**src/rtl/uart_baud_gen_p.sv**
```systemverilog
// ---------------------------------------------------------------------------
// uart_baud_gen_p
//   Parametrised UART baud tick generator. It produces a 1x bit tick for the
//   transmitter and an OVERSAMPLE-x sample tick plus a sample index for the
//   receiver. The rate is picked from an 8-entry table or taken from a
//   runtime custom divisor. While running, a new rate is only adopted on a
//   bit boundary, so a bit in flight is never shortened or stretched. RX_SYNC
//   re-phases the receive counter on a start-bit edge.
//
// Ports
//   CLK         in   clock, rising edge
//   RST_N       in   asynchronous active-low reset
//   EN          in   run enable; low holds counters, ticks and index at 0
//   BD_SEL      in   table select 1200..115200 baud (0..7)
//   USE_CUSTOM  in   1: use DIV_CUSTOM instead of the table
//   DIV_CUSTOM  in   custom TX divisor in clocks per bit
//   RX_SYNC     in   single-cycle start-bit pulse; restarts the RX phase
//   BDCLK       out  single-cycle TX bit tick
//   BDSAM       out  single-cycle RX sample tick
//   SAM_IDX     out  index of the most recent BDSAM within the bit
//   RATE_PEND   out  requested rate differs from the active rate
// ---------------------------------------------------------------------------
module uart_baud_gen_p #(
  parameter int unsigned CLK_HZ     = 50_000_000,
  parameter int unsigned OVERSAMPLE = 16,
  parameter int unsigned CNT_W      = 16,
  parameter logic [2:0]  RESET_SEL  = 3'd3
) (
  input  logic                            CLK,
  input  logic                            RST_N,
  input  logic                            EN,
  input  logic [2:0]                      BD_SEL,
  input  logic                            USE_CUSTOM,
  input  logic [CNT_W-1:0]                DIV_CUSTOM,
  input  logic                            RX_SYNC,
  output logic                            BDCLK,
  output logic                            BDSAM,
  output logic [$clog2(OVERSAMPLE)-1:0]   SAM_IDX,
  output logic                            RATE_PEND
);

  localparam int IDX_W = $clog2(OVERSAMPLE);

  // Integer-truncated divisor; a result of 0 is promoted to 1 so the
  // counter still produces a tick every enabled cycle.
  function automatic logic [CNT_W-1:0] div_of(input int unsigned num,
                                               input int unsigned den);
    int unsigned q;
    q = num / den;
    if (q == 0) q = 1;
    return q[CNT_W-1:0];
  endfunction

  localparam logic [CNT_W-1:0] TX_TAB [8] = '{
    div_of(CLK_HZ, 1200),   div_of(CLK_HZ, 2400),   div_of(CLK_HZ, 4800),
    div_of(CLK_HZ, 9600),   div_of(CLK_HZ, 19200),  div_of(CLK_HZ, 38400),
    div_of(CLK_HZ, 57600),  div_of(CLK_HZ, 115200)
  };

  localparam logic [CNT_W-1:0] RX_TAB [8] = '{
    div_of(CLK_HZ, 1200 * OVERSAMPLE),   div_of(CLK_HZ, 2400 * OVERSAMPLE),
    div_of(CLK_HZ, 4800 * OVERSAMPLE),   div_of(CLK_HZ, 9600 * OVERSAMPLE),
    div_of(CLK_HZ, 19200 * OVERSAMPLE),  div_of(CLK_HZ, 38400 * OVERSAMPLE),
    div_of(CLK_HZ, 57600 * OVERSAMPLE),  div_of(CLK_HZ, 115200 * OVERSAMPLE)
  };

  localparam logic [CNT_W-1:0] CNT_ONE = {{(CNT_W-1){1'b0}}, 1'b1};
  localparam logic [CNT_W-1:0] CNT_ZERO = '0;
  localparam logic [IDX_W-1:0] IDX_ONE = {{(IDX_W-1){1'b0}}, 1'b1};

  logic [CNT_W-1:0] tx_c_q, tx_c_d;
  logic [CNT_W-1:0] rx_c_q, rx_c_d;
  logic [CNT_W-1:0] tx_div_q, tx_div_d;
  logic [CNT_W-1:0] rx_div_q, rx_div_d;
  logic             bdclk_q, bdclk_d;
  logic             bdsam_q, bdsam_d;
  logic [IDX_W-1:0] sam_idx_q, sam_idx_d;
  logic             rate_pend_q, rate_pend_d;

  logic [CNT_W-1:0] req_tx, req_rx, cust_rx;
  logic             tx_wrap, rx_wrap, differ, apply;

  // Requested divisors, re-evaluated every cycle.
  always_comb begin
    cust_rx = DIV_CUSTOM >> IDX_W;
    req_tx  = TX_TAB[BD_SEL];
    req_rx  = RX_TAB[BD_SEL];
    if (USE_CUSTOM) begin
      req_tx = (DIV_CUSTOM == CNT_ZERO) ? CNT_ONE : DIV_CUSTOM;
      req_rx = (cust_rx == CNT_ZERO) ? CNT_ONE : cust_rx;
    end
  end

  always_comb begin
    tx_wrap = (tx_c_q == tx_div_q - CNT_ONE);
    rx_wrap = (rx_c_q == rx_div_q - CNT_ONE);
    differ  = (req_tx != tx_div_q) || (req_rx != rx_div_q);
    // A new rate is only taken at the end of a bit; the clear of both
    // counters lines the new RX phase up with the new bit.
    apply   = EN && tx_wrap && differ;

    tx_c_d    = tx_c_q;
    rx_c_d    = rx_c_q;
    tx_div_d  = tx_div_q;
    rx_div_d  = rx_div_q;
    bdclk_d   = 1'b0;
    bdsam_d   = 1'b0;
    sam_idx_d = sam_idx_q;

    if (!EN) begin
      // Idle: track the request directly so nothing is ever pending.
      tx_c_d    = CNT_ZERO;
      rx_c_d    = CNT_ZERO;
      sam_idx_d = '0;
      tx_div_d  = req_tx;
      rx_div_d  = req_rx;
    end else begin
      tx_c_d  = tx_wrap ? CNT_ZERO : tx_c_q + CNT_ONE;
      bdclk_d = tx_wrap;
      if (apply) begin
        // Also covers RX_SYNC on the same edge: a single clear.
        tx_div_d  = req_tx;
        rx_div_d  = req_rx;
        rx_c_d    = CNT_ZERO;
        sam_idx_d = '0;
      end else if (RX_SYNC) begin
        // Start-bit re-phase wins over a coincident sample wrap.
        rx_c_d    = CNT_ZERO;
        sam_idx_d = '0;
      end else if (rx_wrap) begin
        rx_c_d    = CNT_ZERO;
        bdsam_d   = 1'b1;
        sam_idx_d = sam_idx_q + IDX_ONE;
      end else begin
        rx_c_d = rx_c_q + CNT_ONE;
      end
    end

    rate_pend_d = (req_tx != tx_div_d) || (req_rx != rx_div_d);
  end

  always_ff @(posedge CLK or negedge RST_N) begin
    if (!RST_N) begin
      tx_c_q      <= CNT_ZERO;
      rx_c_q      <= CNT_ZERO;
      tx_div_q    <= TX_TAB[RESET_SEL];
      rx_div_q    <= RX_TAB[RESET_SEL];
      bdclk_q     <= 1'b0;
      bdsam_q     <= 1'b0;
      sam_idx_q   <= '0;
      rate_pend_q <= 1'b0;
    end else begin
      tx_c_q      <= tx_c_d;
      rx_c_q      <= rx_c_d;
      tx_div_q    <= tx_div_d;
      rx_div_q    <= rx_div_d;
      bdclk_q     <= bdclk_d;
      bdsam_q     <= bdsam_d;
      sam_idx_q   <= sam_idx_d;
      rate_pend_q <= rate_pend_d;
    end
  end

  assign BDCLK     = bdclk_q;
  assign BDSAM     = bdsam_q;
  assign SAM_IDX   = sam_idx_q;
  assign RATE_PEND = rate_pend_q;

endmodule

```
**config.mk**
```make
export PLATFORM = sky130hd
export DESIGN_NAME = uart_baud_gen_p
export DESIGN_NICKNAME = d
export VERILOG_FILES = /design/src/rtl/uart_baud_gen_p.sv
export SDC_FILE = /design/constraint.sdc
export NUM_CORES = 1
export LEC_CHECK = 0
export CAP_MARGIN = 15
export CELL_PAD_IN_SITES_DETAIL_PLACEMENT = 1
export CELL_PAD_IN_SITES_GLOBAL_PLACEMENT = 2
export CORE_MARGIN = 2
export CORE_UTILIZATION = 38
export DETAILED_ROUTE_END_ITERATION = 7
export GPL_TIMING_DRIVEN = 1
export PLACE_DENSITY = 0.9
export SYNTH_ARGS = -nofsm -noshare
export SYNTH_HDL_FRONTEND = slang
export SYNTH_SLANG_ARGS = --single-unit
```
**constraint.sdc**
```tcl
create_clock -name CLK -period 4.5 [get_ports CLK]
set_input_delay 0.9 -clock CLK [delete_from_list [all_inputs] [get_ports CLK]]
set_output_delay 0.9 -clock CLK [all_outputs]
set_load 0.02 [all_outputs]
```
-- Word level (Yosys, flattened, before mapping)
Memories as Yosys holds them, arrays and structs flattened.
Index checks and enable logic that the tools add are counted.
- flip-flop bits (word level): 71
- bits in read-only memories: 256
- logic and storage cells: 57
- memories kept: 2
- add/sub/neg operators: 5
- $lt $le $gt $ge: 1
- equal/unequal tests: 7
- multiplexer cells: 27
- bitwise gates (word level): 1
- reduce and logical (&&, ||, !) cells: 6
- memory list (name ; words ; bits a word ; rd ports ; clocked after Yosys merged registers in ; write ports ; RTL line ; source):
    (no name shown) ; 8 ; 16 ; 1 ; 0 ; 0 ; 87 ; req_rx = RX_TAB[BD_SEL];
    (no name shown) ; 8 ; 16 ; 1 ; 0 ; 0 ; 86 ; req_tx = TX_TAB[BD_SEL];
- operator list (kind ; count):
    16-bit two-way mux ; 17
    16-bit != test ; 4
    16-bit by 1-bit adder with 16-bit output (second input constant) ; 2
    16-bit equality test ; 2
    16-bit logical NOT ; 2
    16-bit by 1-bit subtractor with 16-bit output (second input constant) ; 2
    4-bit two-way mux ; 4
    12-bit two-way mux ; 1
    1-bit two-way mux ; 5
    4-bit by 1-bit adder with 4-bit output (second input constant) ; 1
    4-bit >= comparator (second input constant) ; 1
    4-bit by 1-bit != test with 1-bit output (second input constant) ; 1
    3-bit inverter with 4-bit output ; 1
    1-bit logical AND ; 2
    1-bit logical OR ; 2

-- Depth between registers and ports, before layout
- depth in word-level cells: 12
- mapped depth: 12
- depth with buffers taken out: 10

-- Least setup slack after synthesis
Ideal clock, no wire load.
- path type: input-to-reg
- from: input BD_SEL[1]
- to: register tx_div_q[11]
- library setup time: 128 ps
- arrival time: 3399 ps
- required time: 4372 ps
- slack: 974 ps
- stages on the path: 11
- buffers on the path: 1
- path through: inv_1 > ha_1 > or3b_2 > nand3b_1 > mux2_2 > o2111ai_1 > or4_1 > o2111ai_2 > nand2_4 > buf_4 > mux2_1
- word-level cells in the longest chain between the ends: 10
- elaborated cells on any way between the ends: 15
- ends and longest elaborated chain (element ; RTL line ; source):
    start, declared ; 32 ; input logic [2:0] BD_SEL,
    3-bit inverter with 4-bit output (not written as such) * ; 86, 87 ;
    memory 8 x 16 bit, on equally long branches ; n/a ;
    16-bit two-way mux, on equally long branches (2 in a row) ; 86, 87 ;
    16-bit two-way mux ; 88 ; if (USE_CUSTOM) begin
    16-bit != test ; 97 ; differ = (req_tx != tx_div_q) || (req_rx != rx_div_q);
    1-bit logical OR ; 97 ;
    1-bit logical AND ; 100 ; apply = EN && tx_wrap && differ;
    16-bit two-way mux ; 120 ; if (apply) begin
    16-bit two-way mux * ; 110 ; if (!EN) begin
    via tx_div_d[11] ; 73 ; logic [CNT_W-1:0] tx_div_q, tx_div_d;
    end signal, assigned ; 146 ; tx_div_q <= TX_TAB[RESET_SEL];
    end signal, assigned ; 155 ; tx_div_q <= tx_div_d;
    end, declared ; 73 ;
The timed path passes the listed nets; every way through them passes the cells marked *. The select of a mux whose other input is x is not followed.
A chain may end at the register's enable or synchronous reset.

-- Final worst setup path
- from: input BD_SEL[1]
- to: register tx_div_q[14]
Same word-level chain as after synthesis.

==> flow_summary_export.csv <==
group,metric,value,unit
sta,fin_worst_skew,0.007753,ns
clocking,cts_sinks,71,
global_route,grt_max_degree,41,
sta,maxSlewViolCount,0,
sta,setup_viol,0,
route,final_antenna_net_count,0,
global_route,grt_pass1_wl,24140,µm
global_route,grt_pass1_vias,4509,
place,dpl.hpwl,11050,µm
critical_path,critPathRequiredTime,4.71,ns
clocking,clock_path_buffers,2,
yosys,ys_types,75,
power_and_ir_drop,max-vdd-ir-drop,0.1728,mV
yosys,ys_ff_latch,71,
floorplan,ios,31,
critical_path,crit_cells,11,
clocking,cts-root-buf,"clkbuf_16",
job,cap_violations,0,
sta,rsz0062_at_grt,"false",
route,wirelength,14700,µm
critical_path,crit_chain,"clkdlybuf4s50_1 -> inv_1 -> ha_1 -> nor3_1 -> nor3_1 -> nor4b_1 -> a311oi_1 -> or4_1 -> o2111ai_2 -> nand2_4 -> mux2_1",
sta,slew_headroom,0.3710,
sta,setup_tns,0,ns
clocking,cts_setup_buffers,0,
critical_path,crit_path_start_kind,"input port",
route,drt_drc_violations_left,0,
clocking,cts_htree_levels,3,
sta,worst_pin_slew,0.9436,ns
layout,diodes,0,
route,detail_route.vias_per_cell,5.630,
layout,fin_cells,772,
layout,nets,624,
route,first_iter_violations,317,
power_and_ir_drop,p_int,1.354,mW
route,vias,4346,
critical_path,crit_arrival,4.32,ns
outcome,outcome,"finished, final reports clean",
clocking,post_cts_resized,0,
floorplan,start_util,0.3866,
yosys,syn-num-nets,600,
floorplan,dieArea,14360,µm²
floorplan,die_y,119.9,µm
layout,syn_to_final_growth,15.36,%
critical_path,crit_top_cell,"nor3_1",
critical_path,crit_path_max_fanout,33,
power_and_ir_drop,pwr-share-comb,0.190,
yosys,synth-edff-count,0,
clocking,holdBufCountCts,0,
yosys,synth_area,5100,µm²
worst_hold_path,hp-class,"register to register",
route,wl_per_cell,19.05,µm
place,placed_cells_incl_taps,756,
power_and_ir_drop,seqPwrFrac,0.405,
yosys,ys.flop_type,"dfrtp_1",
power_and_ir_drop,power.leakage,2.354,nW
critical_path,critPathBufInv,2,
floorplan,row_count,42,
global_route,grt_overflow,0,
sta,period_share,0.9143,
sta,hold_viol,0,
layout,layout_common_cells,"dfrtp_1, nor2_1, xnor2_1",
global_route,grt_antenna_before_repair,0,
worst_hold_path,hold_path_depth,1,
clocking,clkSlewWorstSetupHoldPaths,0.06,ns
critical_path,worstRegToRegCells,10,
clocking,cts_tree,"built",
power_and_ir_drop,power_density,325.9,nW/µm²
critical_path,slowest_stage,"or4_1",
yosys,synth_cells,567,
yosys,yosysSeqAreaShare,0.3506,
yosys,synthArstFlopShare,1.000,
layout,layout-drive-gt1-share,0.1158,
floorplan,design.core.area,13190,µm²
power_and_ir_drop,p_sw_frac,0.2938,
critical_path,cp_top_family,"simple AND/OR/NAND/NOR gates",
place,gp_congestion,0.8956,
clocking,cts_made_buffers,9,
power_and_ir_drop,switching_power,0.5632,mW
sta,fmax,243.1,MHz
yosys,syn_area_per_cell,8.995,µm²
critical_path,cp_slowest_stage_delay,0.58,ns
power_and_ir_drop,pwr-share-clk,0.405,
sta,period_needed,4.114,ns
yosys,ys_warn_count,0,
global_route,grtUsageTotal,0.2125,
critical_path,crit_type,"input port to register",
route,drtPass1Iterations,4,
floorplan,die_w,119.9,µm
clocking,worstSkewPairLatency,0.33,ns
layout,nFillCells,1557,
critical_path,cp-end-kind,"register",
place,numPortBuffers,30,
==> registers in the layout (all words and copies together) (netlist names) <==
signal / count
BDCLK: 1
tx_div_q: 16
rx_c_q: 16
RATE_PEND: 1
BDSAM: 1
rx_div_q: 16
SAM_IDX: 4
tx_c_q: 16
==> logic make-up (layout without fill, tap and decap cells) <==
| group | count (synthesis) | count (layout) | synth area share |
|---|---|---|---|
| AOI/OAI and AO/OA | 74 | 74 | 0.1065 |
| and+or+nand+nor | 248 | 248 | 0.2620 |
| DFF | 71 | 71 | 0.3506 |
| xor gates and xnor gates | 73 | 73 | 0.1254 |
| adders and majority gates | 9 | 9 | 0.02208 |
| muxes | 41 | 41 | 0.08783 |
| buffers and inverters | 51 | 80 | 0.04563 |
==> layer usage <==
metal | GRT usage | vias up | routed length (µm)
li1 | - | 2068 | -
met1 | 0.2839 | 2188 | 6644
met2 | 0.3579 | 74 | 7267
met3 | 0.02994 | 16 | 595
met4 | 0.06397 | 0 | 197
met5 | 0 | - | 0
==> worst register-to-register path, cell delays in order (launching register included) <==
cell       delay (ns)
dfrtp_1          0.50
inv_1            0.16
ha_1             0.22
or3b_2           0.53
nor4b_1          0.37
xnor2_1          0.19
nand2b_1         0.14
nor4b_2          0.31
o2111ai_2        0.19
nand2_4          0.41
mux2_2           0.40
==> power by group through the flow <==
stage | clock network (mW) | registers, mW | logic, mW
after floorplan | 0 | 0.717 | 0.294
after global placement | 0 | 0.781 | 0.347
after detailed placement | 0 | 0.785 | 0.360
after CTS | 0.791 | 0.774 | 0.366
after global routing | 0.813 | 0.784 | 0.401
final | 0.776 | 0.777 | 0.364
==> cells in the mapped netlist, types with 3 or more instances <==
cell / instances / area (µm²)
nor4_1: 14 / 87.58
o211ai_1: 4 / 30.03
ha_1: 9 / 112.6
a21oi_1: 13 / 65.06
dfrtp_1: 62 / 1551
o21ai_0: 14 / 70.07
or3_1: 7 / 43.79
nand3_1: 32 / 160.2
buf_6: 3 / 33.78
and3_1: 17 / 106.4
nand3b_1: 3 / 22.52
mux2_2: 12 / 135.1
clkbuf_1: 16 / 60.06
nor3_1: 15 / 75.07
xnor2_1: 48 / 420.4
nor2b_1: 9 / 56.30
a21o_1: 3 / 22.52
dfstp_2: 9 / 236.5
buf_2: 9 / 45.04
or4_1: 6 / 45.04
nor2_1: 62 / 232.7
nor4b_1: 3 / 26.28
nand2b_1: 11 / 68.82
inv_1: 20 / 75.07
xor2_1: 25 / 219.0
a21boi_0: 4 / 30.03
or2_2: 3 / 18.77
mux2i_1: 11 / 110.1
nand4_1: 8 / 50.05
a31oi_1: 3 / 18.77
nand2_1: 39 / 146.4
mux2_1: 18 / 202.7
==> per-stage QoR <==
step                      power, mW  area, µm²  hold WS, ns  setup slack (ns)    util
after detailed placement      1.145       5559       0.5425           0.06864  0.4215
after global routing          1.998       5883       0.5986            0.1029  0.4460
after global placement        1.127       5559       0.5282            0.2177  0.4215
after floorplan               1.012       5100       0.4926            0.9740       -
final                         1.917       5883       0.5386            0.3858  0.4460
after CTS                     1.931       5883       0.5504            0.3750  0.4460
==> path summary, 6_finish.rpt <==
kind / start / endpoint / slack (ns)
max: BD_SEL[1] / tx_div_q[14] / 0.39
max reg2reg: tx_div_q[0] / rx_div_q[9] / 0.95
min reg2reg: tx_c_q[0] / tx_c_q[0] / 0.54
max in group asynchronous: RST_N / rx_c_q[0] / 2.80
min: tx_c_q[0] / tx_c_q[0] / 0.54
min in group asynchronous: RST_N / BDCLK / 0.70
==> cell type report <==
class | count | area (µm²) | area share
Tap cell | 176 | 220.2 | 0.03743
Clock buffer | 11 | 242.7 | 0.04126
Clock inverter | 5 | 81.33 | 0.01382
Timing Repair Buffer | 43 | 392.9 | 0.06678
Inverter | 21 | 78.83 | 0.01340
Sequential cell | 71 | 1788 | 0.3039
Multi-Input combinational cell | 445 | 3079 | 0.5234
No activity file was read; power rests on OpenSTA's default activity.
